[config.mk]
export PLATFORM = sky130hd
export DESIGN_NAME = opl_write_queue_flat
export DESIGN_NICKNAME = d
export VERILOG_FILES = /design/src/rtl/opl_wq_pkg.sv /design/src/rtl/opl_write_queue_if.sv /design/src/rtl/opl_wq_fifo.sv /design/src/rtl/opl_write_queue.sv /design/src/flat_wrapper.sv
export SDC_FILE = /design/constraint.sdc
export NUM_CORES = 1
export LEC_CHECK = 0
export BUFFER_PORTS_ARGS = -buffer_cell sky130_fd_sc_hd__buf_2
export CORE_ASPECT_RATIO = 0.6
export CORE_MARGIN = 2
export CORE_UTILIZATION = 45
export CTS_CLUSTER_SIZE = 12
export DETAILED_ROUTE_END_ITERATION = 7
export PLACE_DENSITY = 0.68
export SLEW_MARGIN = 20
export SYNTH_ARGS = -nofsm -noshare
export SYNTH_HDL_FRONTEND = slang
export SYNTH_SLANG_ARGS = --single-unit
[constraint.sdc]
create_clock -name clk -period 3.7 [get_ports clk]
set_input_delay 0.37 -clock clk [delete_from_list [all_inputs] [get_ports clk]]
set_output_delay 0.37 -clock clk [all_outputs]
set_load 0.01 [all_outputs]
[src/rtl/opl_wq_pkg.sv]
// Shared types for the OPL write queue: FIFO entry, replay FSM states and
// the post-write gap selection.
package opl_wq_pkg;

  typedef struct packed {
    logic [1:0] addr;
    logic [7:0] data;
  } wq_entry_t;

  typedef enum logic [1:0] {
    IDLE,
    STROBE,
    GAP
  } wq_state_t;

  // Data-port writes need the long settle time, index-port writes the short one.
  function automatic int unsigned gap_len(input logic [1:0] addr,
                                          input int unsigned index_gap,
                                          input int unsigned data_gap);
    return addr[0] ? data_gap : index_gap;
  endfunction

endpackage

[src/rtl/opl_write_queue_if.sv]
// CPU-side register bus into the write queue: write strobe, port, data and
// the status byte read back from the OPL core.
interface opl_write_queue_if;
  logic       cpu_we;
  logic [1:0] cpu_addr;
  logic [7:0] cpu_din;
  logic [7:0] cpu_dout;

  modport master (output cpu_we, output cpu_addr, output cpu_din, input cpu_dout);
  modport slave  (input cpu_we, input cpu_addr, input cpu_din, output cpu_dout);
endinterface

[src/rtl/opl_wq_fifo.sv]
// Single-clock FIFO of queued register writes; push while full and pop while
// empty are ignored, full/empty come from the registered count.
module opl_wq_fifo
  import opl_wq_pkg::*;
#(
  parameter int DEPTH = 16
) (
  input  logic                     clk,
  input  logic                     rst_n,
  input  logic                     push,
  input  logic                     pop,
  input  wq_entry_t                wdata,
  output wq_entry_t                rdata,
  output logic [$clog2(DEPTH):0]   count,
  output logic                     full,
  output logic                     empty
);

  localparam int AW = $clog2(DEPTH);
  localparam logic [AW:0] DEPTH_C = DEPTH[AW:0];

  wq_entry_t       mem [DEPTH];
  logic [AW-1:0]   wr_ptr;
  logic [AW-1:0]   rd_ptr;
  logic            do_push;
  logic            do_pop;

  assign full    = (count == DEPTH_C);
  assign empty   = (count == '0);
  assign do_push = push && !full;
  assign do_pop  = pop && !empty;
  assign rdata   = mem[rd_ptr];

  always_ff @(posedge clk) begin
    if (do_push) mem[wr_ptr] <= wdata;
  end

  // Pointers are exactly log2(DEPTH) wide, so the increment wraps for free.
  always_ff @(posedge clk or negedge rst_n) begin
    if (!rst_n) begin
      wr_ptr <= '0;
      rd_ptr <= '0;
      count  <= '0;
    end else begin
      if (do_push) wr_ptr <= wr_ptr + 1'b1;
      if (do_pop)  rd_ptr <= rd_ptr + 1'b1;
      case ({do_push, do_pop})
        2'b10:   count <= count + 1'b1;
        2'b01:   count <= count - 1'b1;
        default: count <= count;
      endcase
    end
  end

endmodule

[src/rtl/opl_write_queue.sv]
// Buffers CPU register writes and replays them to the OPL3 core as a WE_LEN
// strobe followed by an index/data dependent idle gap.
module opl_write_queue
  import opl_wq_pkg::*;
#(
  parameter int DEPTH     = 16,
  parameter int WE_LEN    = 2,
  parameter int INDEX_GAP = 8,
  parameter int DATA_GAP  = 64
) (
  input  logic                  clk,
  input  logic                  rst_n,
  opl_write_queue_if.slave      cpu,
  input  logic [7:0]            opl_dout,
  output logic [1:0]            opl_addr,
  output logic [7:0]            opl_din,
  output logic                  opl_we,
  output logic                  busy,
  output logic                  full,
  output logic                  overflow
);

  localparam int CNT_MAX = (WE_LEN > INDEX_GAP)
                         ? ((WE_LEN > DATA_GAP) ? WE_LEN : DATA_GAP)
                         : ((INDEX_GAP > DATA_GAP) ? INDEX_GAP : DATA_GAP);
  localparam int CW = $clog2(CNT_MAX + 1);

  wq_state_t               state;
  wq_state_t               state_d;
  logic [CW-1:0]           cnt;
  logic [CW-1:0]           cnt_d;
  logic                    we_d;
  logic [1:0]              addr_d;
  logic [7:0]              din_d;
  logic                    pop;
  wq_entry_t               head;
  wq_entry_t               wdata;
  logic [$clog2(DEPTH):0]  count;
  logic                    fifo_full;
  logic                    empty;

  assign cpu.cpu_dout = opl_dout;
  assign wdata        = '{addr: cpu.cpu_addr, data: cpu.cpu_din};

  opl_wq_fifo #(.DEPTH(DEPTH)) u_fifo (
    .clk   (clk),
    .rst_n (rst_n),
    .push  (cpu.cpu_we),
    .pop   (pop),
    .wdata (wdata),
    .rdata (head),
    .count (count),
    .full  (fifo_full),
    .empty (empty)
  );

  always_ff @(posedge clk or negedge rst_n) begin
    if (!rst_n) begin
      state    <= IDLE;
      cnt      <= '0;
      opl_we   <= 1'b0;
      opl_addr <= '0;
      opl_din  <= '0;
      overflow <= 1'b0;
    end else begin
      state    <= state_d;
      cnt      <= cnt_d;
      opl_we   <= we_d;
      opl_addr <= addr_d;
      opl_din  <= din_d;
      if (cpu.cpu_we && fifo_full) overflow <= 1'b1;
    end
  end

  always_comb begin
    state_d = state;
    case (state)
      IDLE:    if (!empty)      state_d = STROBE;
      STROBE:  if (cnt == '0)   state_d = GAP;
      GAP:     if (cnt == '0)   state_d = IDLE;
      default:                  state_d = IDLE;
    endcase
  end

  // The gap length is chosen from opl_addr, which still holds the entry being replayed.
  always_comb begin
    pop    = 1'b0;
    cnt_d  = cnt;
    we_d   = opl_we;
    addr_d = opl_addr;
    din_d  = opl_din;
    case (state)
      IDLE: begin
        if (!empty) begin
          pop    = 1'b1;
          we_d   = 1'b1;
          addr_d = head.addr;
          din_d  = head.data;
          cnt_d  = CW'(WE_LEN - 1);
        end
      end
      STROBE: begin
        if (cnt == '0) begin
          we_d  = 1'b0;
          cnt_d = CW'(gap_len(opl_addr, INDEX_GAP, DATA_GAP) - 1);
        end else begin
          cnt_d = cnt - CW'(1);
        end
      end
      GAP: begin
        we_d = 1'b0;
        if (cnt != '0) cnt_d = cnt - CW'(1);
      end
      default: begin
        we_d = 1'b0;
      end
    endcase
  end

  assign busy = (count != '0) || (state != IDLE);
  assign full = fifo_full;

endmodule
[src/flat_wrapper.sv]
// flat-port wrapper written by rule: the top's interface ports become plain ports
module opl_write_queue_flat import opl_wq_pkg::*;
#(
  parameter int DEPTH     = 16,
  parameter int WE_LEN    = 2,
  parameter int INDEX_GAP = 8,
  parameter int DATA_GAP  = 64
)
  (clk, rst_n, opl_dout, opl_addr, opl_din, opl_we, busy, full, overflow, cpu_cpu_we, cpu_cpu_addr, cpu_cpu_din, cpu_cpu_dout);
  opl_write_queue_if cpu_i ();
  input  logic clk;
  input  logic rst_n;
  input  logic [7:0] opl_dout;
  output logic [1:0] opl_addr;
  output logic [7:0] opl_din;
  output logic opl_we;
  output logic busy;
  output logic full;
  output logic overflow;
  input wire logic [$bits(cpu_i.cpu_we)-1:0] cpu_cpu_we;
  input wire logic [$bits(cpu_i.cpu_addr)-1:0] cpu_cpu_addr;
  input wire logic [$bits(cpu_i.cpu_din)-1:0] cpu_cpu_din;
  output wire logic [$bits(cpu_i.cpu_dout)-1:0] cpu_cpu_dout;
  assign cpu_i.cpu_we = cpu_cpu_we;
  assign cpu_i.cpu_addr = cpu_cpu_addr;
  assign cpu_i.cpu_din = cpu_cpu_din;
  assign cpu_cpu_dout = cpu_i.cpu_dout;
  opl_write_queue #(.DEPTH(DEPTH), .WE_LEN(WE_LEN), .INDEX_GAP(INDEX_GAP), .DATA_GAP(DATA_GAP)) u_core (.clk(clk), .rst_n(rst_n), .cpu(cpu_i), .opl_dout(opl_dout), .opl_addr(opl_addr), .opl_din(opl_din), .opl_we(opl_we), .busy(busy), .full(full), .overflow(overflow));
endmodule
# Word-level counts from Yosys, hierarchy flattened
# Memories as Yosys holds them, arrays and structs flattened. A register that Yosys moved wholly into a read port is not among the register bits.
# Cells that the tools add are included.
dict set report word_totals {
  n_memories 1
  elab_cells 60
  reg_bits 24
  ram_bits 160
  output_inout_bits 22
}
# memory depth width read_ports rd_clocked_by_memory_dff write_ports line
set mem_list {}
lappend mem_list {u_core.u_fifo.mem 16 10 1 1 1 opl_wq_fifo.sv:22} ;# wq_entry_t mem [DEPTH];
dict set report op_classes {
  reduce_logical 19
  eq_ne 9
  n_bitwise 1
  n_mux 17
  addsub 6
}
# op count
set op_table {}
lappend op_table {{$mux W7} 4}
lappend op_table {{$pmux W7 S3} 1}
lappend op_table {{$sub A7 B1 Y7 const B} 2}
lappend op_table {{$pmux W5 S2} 1}
lappend op_table {{$add A4 B1 Y4 const B} 2}
lappend op_table {{$logic_not A7 Y1} 1}
lappend op_table {{$reduce_bool A7 Y1} 1}
lappend op_table {{$mux W1} 6}
lappend op_table {{$mux W2} 3}
lappend op_table {{$ne A2 B1 Y1 const B} 3}
lappend op_table {{$pmux W2 S3} 1}
lappend op_table {{$reduce_and A3 Y1} 2}
lappend op_table {{$add A5 B1 Y5 const B} 1}
lappend op_table {{$eq A5 B5 Y1 const B} 1}
lappend op_table {{$logic_not A5 Y1} 1}
lappend op_table {{$reduce_bool A5 Y1} 1}
lappend op_table {{$sub A5 B1 Y5 const B} 1}
lappend op_table {{$eq A2 B1 Y1 const B} 2}
lappend op_table {{$eq A2 B2 Y1 const B} 2}
lappend op_table {{$reduce_and A2 Y1} 2}
lappend op_table {{$reduce_bool A2 Y1} 2}
lappend op_table {{$logic_and A1 B1 Y1} 3}
lappend op_table {{$logic_not A1 Y1} 3}
lappend op_table {{$reduce_bool A3 Y1} 1}
lappend op_table {{5 further kinds} 5}

# Depth between registers and ports, before layout
# Gate-level depths: netlist (run 1).
dict set report depth {
  depth_word 6
  depth_mapped 12
  ltp_nobuf 11
}

# Cells and area by module
# A second synthesis (run 1) with hierarchy kept.
dict set report unflattened {
  hier_cells 506
  hier_area_um2 8234.1
}
# module area_per_inst_um2 instances cells_each
set modules_own_cells {}
lappend modules_own_cells {opl_wq_fifo 7019.2 1 390}
lappend modules_own_cells {opl_write_queue 1214.9 1 116}

# Worst setup path before layout (run 1)
# No wires, ideal clock.
dict set report synth_timing {
  kind {reg2reg}
  startpoint {reg u_core.u_fifo.count[1]}
  endpoint {reg u_core.u_fifo.count[4]}
  arrival_time_ns 2.735
  t_required_ns 3.571
  path_stages_with_launch 13
  period_less_slack_ns 2.863
  slack_ns 0.837
  n_path_buf 2
  cell_sequence {dfrtp_1 > buf_6 > or4_4 > o21ai_4 > inv_2 > ha_1 > clkbuf_1 > xor2_1 > ha_1 > o211a_1 > or4_1 > nand3_1 > nor3b_1}
}
dict set report synth_between {
  elab_chain_cells 6
  word_cells_on_any_way 14
  cone_classes {add/sub (2); eq/ne (3); mux (3); reduce/logical (6)}
}
# item line
set synth_rtl {}
lappend synth_rtl {{from (decl)} opl_wq_fifo.sv:14} ;# output logic [$clog2(DEPTH):0] count,
lappend synth_rtl {{from (signal assigned)} opl_wq_fifo.sv:48} ;# 2'b10: count <= count + 1'b1;
lappend synth_rtl {{from (signal assigned)} opl_wq_fifo.sv:49} ;# 2'b01: count <= count - 1'b1;
lappend synth_rtl {{from (signal assigned)} opl_wq_fifo.sv:50} ;# default: count <= count;
lappend synth_rtl {{$logic_not A5 Y1 *} opl_wq_fifo.sv:29} ;# assign empty = (count == '0);
lappend synth_rtl {{$mux W1 *} opl_write_queue.sv:94} ;# if (!empty) begin
lappend synth_rtl {{$mux W1 *} opl_write_queue.sv:92} ;# case (state)
lappend synth_rtl {{named net u_core.pop} opl_write_queue.sv:35} ;# logic pop;
lappend synth_rtl {{$logic_and A1 B1 Y1 *} opl_wq_fifo.sv:31} ;# assign do_pop = pop && !empty;
lappend synth_rtl {{$eq A2 B1 Y1 / $eq A2 B2 Y1 (equally long branches)} opl_wq_fifo.sv:47} ;# case ({do_push, do_pop})
lappend synth_rtl {{$pmux W5 S2 / $reduce_bool A2 Y1 (equally long branches)} n/a}
# Mark *: on every way through the listed nets, which the timed path passes. The rest lies on a longest branch.
# A chain may end at the register's enable or synchronous reset.

# Worst setup path after layout (run 1)
dict set report layout_timing {
  startpoint {reg u_core.u_fifo.count[1]}
  endpoint {reg u_core.u_fifo.count[4]}
}
dict set report layout_between {
  elab_chain_cells 6
  word_cells_on_any_way 14
  cone_classes {add/sub (2); eq/ne (3); mux (3); reduce/logical (6)}
}
# item line
set layout_rtl {}
lappend layout_rtl {{$logic_not A5 Y1} opl_wq_fifo.sv:29}
lappend layout_rtl {{$mux W1} opl_write_queue.sv:94}
lappend layout_rtl {{$mux W1} opl_write_queue.sv:92}
lappend layout_rtl {{$logic_and A1 B1 Y1} opl_wq_fifo.sv:31}
lappend layout_rtl {{$eq A2 B1 Y1 / $eq A2 B2 Y1 (equally long branches)} opl_wq_fifo.sv:47}
lappend layout_rtl {{$pmux W5 S2 / $reduce_bool A2 Y1 (equally long branches)} n/a}
# Parallel ways exist; a longest one is shown, timed or not.

==> results of run 1 <==
[per-layer routing]
metal / share of wire [%] / vias up / wire [um] / GRT usage [%]
met4: 0.92 / 0 / 144 / 4.959
li1: - / 1866 / - / -
met5: 0 / - / 0 / 0
met3: 6.7 / 19 / 1048 / 4.061
met1: 47 / 2146 / 7438 / 26.71
met2: 45 / 147 / 7107 / 25.90
[area by class of cell]
type / count / area share [%]
clock buffer: 18 / 4.731
timing repair buffer: 46 / 3.090
multi-input combinational: 220 / 24.30
tap: 234 / 3.228
sequential: 194 / 62.39
clock inverter: 14 / 1.766
inverter: 12 / 0.4966
[cell usage after synthesis, types with 4 or more instances]
master	n	area share (%)
nor2_1	20	0.93
nand2b_1	6	0.46
buf_2	14	0.87
mux4_2	40	11
dfrtp_1	34	11
nor3_1	6	0.37
nor2b_1	4	0.31
inv_1	11	0.51
o21ai_0	6	0.37
nor3b_1	4	0.37
edfxtp_1	160	59
ha_1	14	2.2
a21oi_1	11	0.68
mux2i_1	19	2.4
xnor2_1	7	0.76
nand2_1	25	1.2
o221ai_1	11	1.2
buf_4	9	0.84
[cell families after synthesis]
family / after synthesis
flops: 194
mux: 61
buf+inv: 43
simple gates: 84
fa+ha+maj: 14
compound gates: 51
xor+xnor: 10
[critical path: stages (launching register included)]
cell and delay (ps):
dfrtp_1 480, nor4_2 570, a21boi_2 250, inv_1 130, ha_1 370, xor2_1 130, ha_1 240, o211a_1 230
or4_1 410, nand3_1 100, nor3b_1 50
[registers in the layout, summed over array words and instances (netlist names)]
name                  count
u_core.u_fifo.rd_ptr      4
u_core.u_fifo.count       5
u_core.cnt                7
u_core.opl_we             1
u_core.opl_addr           2
u_core.u_fifo.mem       160
u_core.u_fifo.wr_ptr      4
u_core.state              2
u_core.overflow           1
u_core.opl_din            8
[report_power, final]
part / internal, mW / switching, mW
combinational: 1.06 / 1.10
sequential: 2.72 / 0.408
clock: 0.909 / 0.899
[how the worst min path moves through the flow]
stage               startpoint                 to  slack (ps)  cells after the start
2_1_floorplan            rst_n      u_core.cnt[0]          70                      0
3_3_place_gp   u_core.overflow    u_core.overflow         440                      1
3_5_place_dp   u_core.overflow    u_core.overflow         440                      1
4_1_cts                  rst_n  u_core.opl_din[2]          80                      1
5_1_grt                  rst_n  u_core.opl_din[2]         120                      1
6_report                 rst_n  u_core.opl_din[2]          50                      1
==> flow_metrics.py, run 1 <==
metrics = {
    "outcome": {
        "status": "finished clean",
    },
    "place": {
        "routabilityCongestion": 0.7749,
        "portBuffers": 26,
        "place_area_sq_um": 8482,
        "dp_slack_ps": 644.9,
        "dpl.cell_count": 706,
        "hpwl_um": 10200,
    },
    "logic_synthesis": {
        "seq_area_frac_synth_pct": 69.93,
        "synth_flop_cell": "edfxtp_1",
        "synth_edf_count": 160,
        "synth_compound_area_share_pct": 4.780,
        "synth_area_sq_um": 8088,
        "synth_seq_cells": 194,
        "synth_nets": 492,
        "yosysUniqueCellTypes": 53,
        "synthSimpleGateAreaFrac_pct": 5.461,
        "synthXorXnorAreaFrac_pct": 1.083,
        "async_reset_ff_share_pct": 17.53,
        "yosysWarnings": 0,
        "syn_area_per_cell_sq_um": 17.70,
        "netlist_instances": 457,
        "synth_top_family_by_area": "multiplexers",
        "synth.area.mux_share_pct": 13.77,
        "synthAdderAreaFrac_pct": 2.166,
    },
    "sta": {
        "max_freq_mhz": 327.1,
        "finalHoldViolCount": 0,
        "finalSetupViolCount": 0,
        "skew_ps": 15.37,
        "finalCritPeriodShare_pct": 82.63,
        "rsz0062_at_grt": "no",
        "report.final.slew_viol_count": 0,
        "setup_tns_ps": 0,
        "finalWorstSetupSlack_ps": 642.6,
        "worst_slew_pin_slew_ps": 967.4,
        "fin_crit_ps": 3057,
        "hold_ws_ps": 53.35,
        "slew_headroom_pct": 35.01,
    },
    "cells_and_area": {
        "drive_above_1_share_pct": 25.99,
        "multiInputGateArea_sq_um": 2205,
        "fillCellCount": 1364,
        "fin_util_pct": 52.25,
        "final_common_cell": "edfxtp_1",
        "nets": 526,
        "antenna_cells": 0,
        "mostFrequentLayoutCells": "edfxtp_1 (160), mux4_2 (40), dfrtp_1 (31), buf_2 (26), nand2_1 (25)",
        "fin_area_sq_um": 9071,
        "area_growth_pct": 12.16,
        "register_area_sq_um": 5659,
        "instances_no_fill": 738,
    },
    "detailed_routing": {
        "postRouteAntennaNets": 0,
        "detail_route.drc_violations": 0,
        "num_vias": 4178,
        "drt-total-wl_um": 15740,
        "wl_per_cell_um": 21.32,
        "firstDrtPassIters": 7,
        "drt_iter0_drc": 519,
        "routed_via_density": 5.661,
    },
    "worst_setup_path": {
        "worstRegToRegCells": 10,
        "critPathCaptureType": "register",
        "setup.worst_path.start": "u_core.u_fifo.count[1]",
        "critPathMaxFanout": 10,
        "reg2reg_to": "u_core.u_fifo.count[4]",
        "critPathCapture": "u_core.u_fifo.count[4]",
        "r2r-start": "u_core.u_fifo.count[1]",
        "arrival_ps": 3370,
        "crit_type": "reg2reg",
        "r2r_slack_ps": 640,
        "setup.worst_path.start_class": "register",
        "worstPathRequired_ps": 4010,
    },
    "floorplanning": {
        "ios": 43,
        "core_sq_um": 17360,
        "initial_core_util_pct": 46.59,
        "die_h_um": 107.8,
        "die_w_um": 177.1,
        "rows": 37,
        "dieArea_sq_um": 19100,
    },
    "clock_tree": {
        "root_buffer": "clkbuf_16",
        "clock_latency_ps": 440,
        "htreeDepth": 4,
        "ctsResizeCount": 0,
        "cts_sinks": 194,
        "cts-buffers-inserted": 17,
        "cts_tree": "built",
        "cts_setup_buffers": 0,
        "cts_buffer_depth": 2,
        "clk_pin_slew_worst_paths_ps": 80,
        "cts_hold_buffers": 0,
    },
    "global_route": {
        "grtUsageTotal_pct": 17.74,
        "gr-total-overflow": 0,
        "grt_max_degree": 35,
        "antenna_found_initial": 0,
        "grt_pass1_vias": 4140,
        "grt_pass1_wl_um": 24340,
    },
    "flow_run": {
        "drv_cap": 0,
    },
    "worst_hold_path": {
        "worstHoldPathType": "in2async",
    },
    "power": {
        "finalPower_mw": 7.105,
        "vdd_drop_max_mv": 0.3563,
        "power.density_nw_per_um2": 783.2,
        "p_leak_nw": 3.184,
    },
}
Power figures use the tool's default switching activity.
==> inputs of run 2 (changes only) <==
--- a/config.mk
+++ b/config.mk
@@ -11,7 +11,7 @@
 export CORE_UTILIZATION = 45
 export CTS_CLUSTER_SIZE = 12
 export DETAILED_ROUTE_END_ITERATION = 7
-export PLACE_DENSITY = 0.68
+export PLACE_DENSITY = 0.7
 export SLEW_MARGIN = 20
 export SYNTH_ARGS = -nofsm -noshare
 export SYNTH_HDL_FRONTEND = slang
==> constraint.sdc (replaced) <==
create_clock -name clk -period 2.6 [get_ports clk]
set_input_delay 0.26 -clock clk [delete_from_list [all_inputs] [get_ports clk]]
set_output_delay 0.26 -clock clk [all_outputs]
set_load 0.01 [all_outputs]
==> run 2 against run 1 <==
  * Critical path depth did not move
  * Worst setup slack got worse by 570 ps
  * First-iteration DRC count down 33%
  * Count of clock-buffer cells in the layout is the same
  * Critical endpoint unchanged
==> flow_metrics.py, run 2 (synthesized netlist as in run 1, its figures left out) <==
metrics = {
    "power": {
        "vdd_drop_max_mv": 0.4431,
        "p_leak_nw": 3.167,
        "power.density_nw_per_um2": 1126,
        "finalPower_mw": 10.28,
    },
    "place": {
        "dpl.cell_count": 701,
        "portBuffers": 26,
        "hpwl_um": 10050,
        "routabilityCongestion": 0.7988,
        "dp_slack_ps": 47.90,
    },
    "global_route": {
        "grt_pass1_vias": 4096,
        "grtUsageTotal_pct": 17.39,
        "grt_pass1_wl_um": 24150,
        "antenna_found_initial": 0,
        "grtUsageMet3_pct": 3.072,
        "gr-total-overflow": 0,
        "busiest_layer": "met1",
        "grt_max_degree": 35,
        "use_met1_pct": 27.19,
        "met2_usage_pct": 25.15,
    },
    "worst_setup_path": {
        "crit_type": "reg2reg",
        "arrival_ps": 2840,
        "slowest_delay_ps": 570,
        "path_cells": "or4_4 > o21ai_4 > inv_4 > ha_4 > xor2_1 > ha_2 > o211a_1 > or4_1 > nand3_1 > nor3b_1",
        "r2r-start": "u_core.u_fifo.count[1]",
        "critPathCaptureType": "register",
        "cpMaxStageDelayCell": "or4_4",
        "reg2reg_to": "u_core.u_fifo.count[4]",
        "setup.worst_path.start_class": "register",
        "r2r_slack_ps": 70,
        "worstRegToRegCells": 10,
        "critPathMaxFanout": 7,
        "worstPathRequired_ps": 2900,
    },
    "detailed_routing": {
        "detail_route.drc_violations": 0,
        "wl_per_cell_um": 20.93,
        "num_vias": 4147,
        "routed_via_density": 5.650,
        "postRouteAntennaNets": 0,
        "firstDrtPassIters": 5,
        "drt-total-wl_um": 15360,
        "drt_iter0_drc": 349,
    },
    "sta": {
        "rsz0062_at_grt": "yes",
        "worst_slew_pin_slew_ps": 1110,
        "finalHoldViolCount": 0,
        "report.final.slew_viol_count": 0,
        "skew_ps": 13.61,
        "fin_crit_ps": 2532,
        "slew_headroom_pct": 25.63,
        "max_freq_mhz": 394.9,
        "setup_tns_ps": 0,
        "finalSetupViolCount": 0,
        "finalWorstSetupSlack_ps": 67.73,
        "finalCritPeriodShare_pct": 97.39,
    },
    "cells_and_area": {
        "drive_above_1_share_pct": 28.60,
        "register_area_sq_um": 5659,
        "largest_reg_flops": 160,
        "fillCellCount": 1353,
        "nets": 522,
        "reg_top3": "u_core.u_fifo.mem (160), u_core.opl_din (8), u_core.cnt (7)",
        "largest-register": "u_core.u_fifo.mem",
        "mostFrequentLayoutCells": "edfxtp_1 (160), mux4_2 (40), dfrtp_1 (31), buf_2 (26), nand2_1 (25)",
        "final_common_cell": "edfxtp_1",
        "instances_no_fill": 734,
        "area_growth_pct": 12.93,
        "multiInputGateArea_sq_um": 2267,
        "antenna_cells": 0,
    },
    "worst_hold_path": {
        "whs_endpoint": "u_core.overflow",
        "hold_depth": 2,
        "holdCritStartpoint": "cpu_cpu_we",
        "worstHoldPathType": "in2reg",
    },
    "clock_tree": {
        "cts_tree": "built",
        "clk_pin_slew_worst_paths_ps": 80,
        "cts_sinks": 194,
        "cts_buffer_depth": 2,
        "cts_setup_buffers": 0,
        "clock_latency_ps": 420,
        "htreeDepth": 4,
        "root_buffer": "clkbuf_16",
        "cts-buffers-inserted": 17,
    },
    "flow_run": {
        "drv_cap": 0,
    },
    "floorplanning": {
        "dieArea_sq_um": 19100,
        "initial_core_util_pct": 46.59,
        "die_w_um": 177.1,
        "rows": 37,
        "core_sq_um": 17360,
        "die_h_um": 107.8,
        "ios": 43,
    },
    "outcome": {
        "status": "finished clean",
    },
}
[run 2: cell count changes in the layout (fill, tap and decap cells not counted), sizes merged]
cell / delta
inv: +1
clkinv: -1
dlygate4sd3: +1
buf: -5
[run 2: critical path: cells and delay by family, from the launching register on]
kind | cells | cell delay, ps
compound gates | 2 | 390
xor+xnor | 1 | 140
fa+ha+maj | 2 | 370
buf+inv | 1 | 50
flops | 1 | 380
simple gates | 4 | 1100
[run 2: metrics by stage]
| stage | instance area, sq um | hold slack (ps) | utilization, % |
|---|---|---|---|
| after floorplan | 8122 | -35.59 | - |
| after global placement | 8507 | 434.9 | 49.00 |
| after detailed placement | 8519 | 440.0 | 49.07 |
| after CTS | 9119 | 48.28 | 52.53 |
| after global routing | 9134 | 49.43 | 52.61 |
| final | 9134 | 62.67 | 52.61 |
[run 2: final cells by class]
class                      instances  share of cell area [%]
timing repair buffer              42                   3.041
clock buffer                      18                   4.699
sequential                       194                   61.96
clock inverter                    14                   1.753
multi-input combinational        220                   24.82
inverter                          12                  0.5205
tap                              234                   3.205
[run 2: routing by layer]
metal,wire (um),vias up
met5,0,-
met4,100,0
met3,708,14
met1,7666,2175
li1,-,1857
met2,6888,101
[run 2: power breakdown]
group | internal, mW | total (mW) | leakage, nW | switching (mW)
Clock | 1.30 | 2.57 | 0.287 | 1.27
Combinational | 1.61 | 3.34 | 1.02 | 1.72
Sequential | 3.88 | 4.37 | 1.86 | 0.490
[run 2: how the worst max path moves through the flow]
stage | end | start | depth (start not counted)
4_1_cts | u_core.u_fifo.count[4] | u_core.u_fifo.count[0] | 10
6_report | u_core.u_fifo.count[4] | u_core.u_fifo.count[1] | 10
2_1_floorplan | u_core.u_fifo.count[4] | u_core.u_fifo.count[2] | 12
5_1_grt | u_core.u_fifo.count[4] | u_core.u_fifo.count[1] | 10
3_3_place_gp | u_core.u_fifo.count[4] | u_core.u_fifo.count[0] | 10
3_5_place_dp | u_core.u_fifo.count[4] | u_core.u_fifo.count[0] | 10
[run 2: timing repair]
action,CTS,global route
gates resized for setup,0,0
hold buffers,1,0
setup endpoints to repair,0,1
endpoints found under the hold margin,34,0
==> inputs of run 3 (changes only) <==
--- a/config.mk
+++ b/config.mk
@@ -9,6 +9,7 @@
 export CORE_ASPECT_RATIO = 0.6
 export CORE_MARGIN = 2
 export CORE_UTILIZATION = 45
+export CTS_BUF_LIST = sky130_fd_sc_hd__clkbuf_16
 export CTS_CLUSTER_SIZE = 12
 export DETAILED_ROUTE_END_ITERATION = 7
 export PLACE_DENSITY = 0.7
==> run 3 against run 2 <==
  * Non-clock buffer count stayed put
  * Sequential power hardly changed
  * Wire length hardly changed
  * Sequential share of layout area stayed put
  * Cell count stayed put
  * Critical path depth stayed put
  * Utilization stayed put
  * Critical endpoint unchanged
  * Count of clock-buffer cells in the layout is 1 lower
==> flow_metrics.py, run 3 (synthesized netlist as in run 1, its figures left out) <==
metrics = {
    "outcome": {
        "status": "finished clean",
    },
    "sta": {
        "finalHoldViolCount": 0,
        "worst_slew_pin_slew_ps": 1109,
        "max_freq_mhz": 394.9,
        "slew_headroom_pct": 25.64,
        "finalWorstSetupSlack_ps": 67.73,
        "hold_ws_ps": 62.63,
        "rsz0062_at_grt": "yes",
        "finalCritPeriodShare_pct": 97.39,
        "finalSetupViolCount": 0,
        "skew_ps": 13.61,
        "report.final.slew_viol_count": 0,
        "fin_crit_ps": 2532,
    },
    "worst_setup_path": {
        "setup.worst_path.start_class": "register",
        "critPathMaxFanout": 7,
        "worstPathRequired_ps": 2900,
        "worstRegToRegCells": 10,
        "r2r-start": "u_core.u_fifo.count[1]",
        "arrival_ps": 2840,
        "reg2reg_to": "u_core.u_fifo.count[4]",
        "crit_type": "reg2reg",
        "r2r_slack_ps": 70,
        "critPathCaptureType": "register",
    },
    "floorplanning": {
        "core_sq_um": 17360,
        "die_w_um": 177.1,
        "die_h_um": 107.8,
        "rows": 37,
        "dieArea_sq_um": 19100,
        "ios": 43,
        "initial_core_util_pct": 46.59,
    },
    "worst_hold_path": {
        "whs_endpoint": "u_core.overflow",
        "worstHoldPathType": "in2reg",
        "holdCritStartpoint": "cpu_cpu_we",
        "hold_depth": 2,
    },
    "place": {
        "dp_slack_ps": 47.90,
        "routabilityCongestion": 0.7988,
        "dpl.cell_count": 701,
        "portBuffers": 26,
        "hpwl_um": 10050,
    },
    "global_route": {
        "grt_max_degree": 35,
        "busiest_layer": "met1",
        "grtUsageMet3_pct": 3.072,
        "grt_pass1_vias": 4096,
        "antenna_found_initial": 0,
        "grtUsageTotal_pct": 17.39,
        "use_met1_pct": 27.19,
        "gr-total-overflow": 0,
        "met2_usage_pct": 25.15,
        "grt_pass1_wl_um": 24150,
    },
    "power": {
        "power.density_nw_per_um2": 1125,
        "finalPower_mw": 10.28,
        "combPwrFrac_pct": 32.5,
        "swShare_pct": 33.90,
        "p_int_mw": 6.793,
        "vdd_drop_max_mv": 0.4432,
        "clockPowerShare_pct": 25.0,
        "p_seq_share_pct": 42.5,
        "p_leak_nw": 3.171,
        "power.switching_mw": 3.485,
    },
    "cells_and_area": {
        "final_common_cell": "edfxtp_1",
        "largest_reg_flops": 160,
        "reg_top3": "u_core.u_fifo.mem (160), u_core.opl_din (8), u_core.cnt (7)",
        "multiInputGateArea_sq_um": 2267,
        "largest-register": "u_core.u_fifo.mem",
        "area_growth_pct": 12.93,
        "instances_no_fill": 734,
        "drive_above_1_share_pct": 28.60,
        "antenna_cells": 0,
        "mostFrequentLayoutCells": "edfxtp_1 (160), mux4_2 (40), dfrtp_1 (31), buf_2 (26), nand2_1 (25)",
        "fillCellCount": 1353,
        "nets": 522,
        "register_area_sq_um": 5659,
    },
    "clock_tree": {
        "htreeDepth": 4,
        "clock_latency_ps": 420,
        "root_buffer": "clkbuf_16",
        "cts_setup_buffers": 0,
        "ctsResizeCount": 0,
        "cts_sinks": 194,
        "cts-buffers-inserted": 17,
        "cts_buffer_depth": 2,
        "cts_tree": "built",
        "clk_pin_slew_worst_paths_ps": 80,
    },
    "detailed_routing": {
        "firstDrtPassIters": 5,
        "drt-total-wl_um": 15360,
        "postRouteAntennaNets": 0,
        "num_vias": 4145,
        "detail_route.drc_violations": 0,
        "wl_per_cell_um": 20.92,
        "routed_via_density": 5.647,
        "drt_iter0_drc": 349,
    },
    "flow_run": {
        "drv_cap": 0,
    },
}
run 3: cell count changes in the layout (fill, tap and decap cells not counted):
| cell | before | now |
|---|---|---|
| clkbuf_1 | 1 | 0 |
| inv_1 | 11 | 12 |
run 3: critical path, stage by stage, from the launching register on:
cell and delay, ps:
dfrtp_1 380, or4_4 570, o21ai_4 170, inv_4 50, ha_4 180, xor2_1 140, ha_2 190, o211a_1 220
or4_1 390, nand3_1 90, nor3b_1 50
run 3: through the flow:
stage               cell area, sq um  setup TNS [ps]  utilization, %
CTS                             9119               0           52.53
global placement                8507               0           49.00
global route                    9134          -58.61           52.61
detailed placement              8519               0           49.07
finish                          9134               0           52.61
floorplan                       8122          -127.0               -
run 3: timing repair:
item	CTS	global route
hold endpoints to repair	34	0
hold buffers	1	0
setup endpoints to repair	0	1
run 3: routing by layer:
metal,routed length (um),up-vias
met5,0,-
met4,100,0
met3,676,14
met2,6886,99
met1,7692,2175
li1,-,1857
run 3: final cells by class:
class,count,area share [%]
clock buffers,17,4.658
clock inverters,15,1.795
inverters,12,0.5205
multi-input cells,220,24.82
flip-flops and latches,194,61.96
well taps,234,3.205
repair buffers,42,3.041
run 3: power by group through the flow:
stage / combinational [mW] / sequential [mW] / clock, mW
after floorplan: 2.68 / 4.15 / 0
after global placement: 3.27 / 4.42 / 0
after detailed placement: 3.33 / 4.46 / 0
after CTS: 3.34 / 4.39 / 2.60
after global routing: 3.64 / 4.46 / 2.74
final: 3.34 / 4.37 / 2.57
run 3: how the worst max path moves through the flow:
| stage | start | to | depth (start not counted) |
|---|---|---|---|
| 6_report | u_core.u_fifo.count[1] | u_core.u_fifo.count[4] | 10 |
| 5_1_grt | u_core.u_fifo.count[1] | u_core.u_fifo.count[4] | 10 |
| 4_1_cts | u_core.u_fifo.count[0] | u_core.u_fifo.count[4] | 10 |
| 3_5_place_dp | u_core.u_fifo.count[0] | u_core.u_fifo.count[4] | 10 |
| 3_3_place_gp | u_core.u_fifo.count[0] | u_core.u_fifo.count[4] | 10 |
| 2_1_floorplan | u_core.u_fifo.count[2] | u_core.u_fifo.count[4] | 12 |
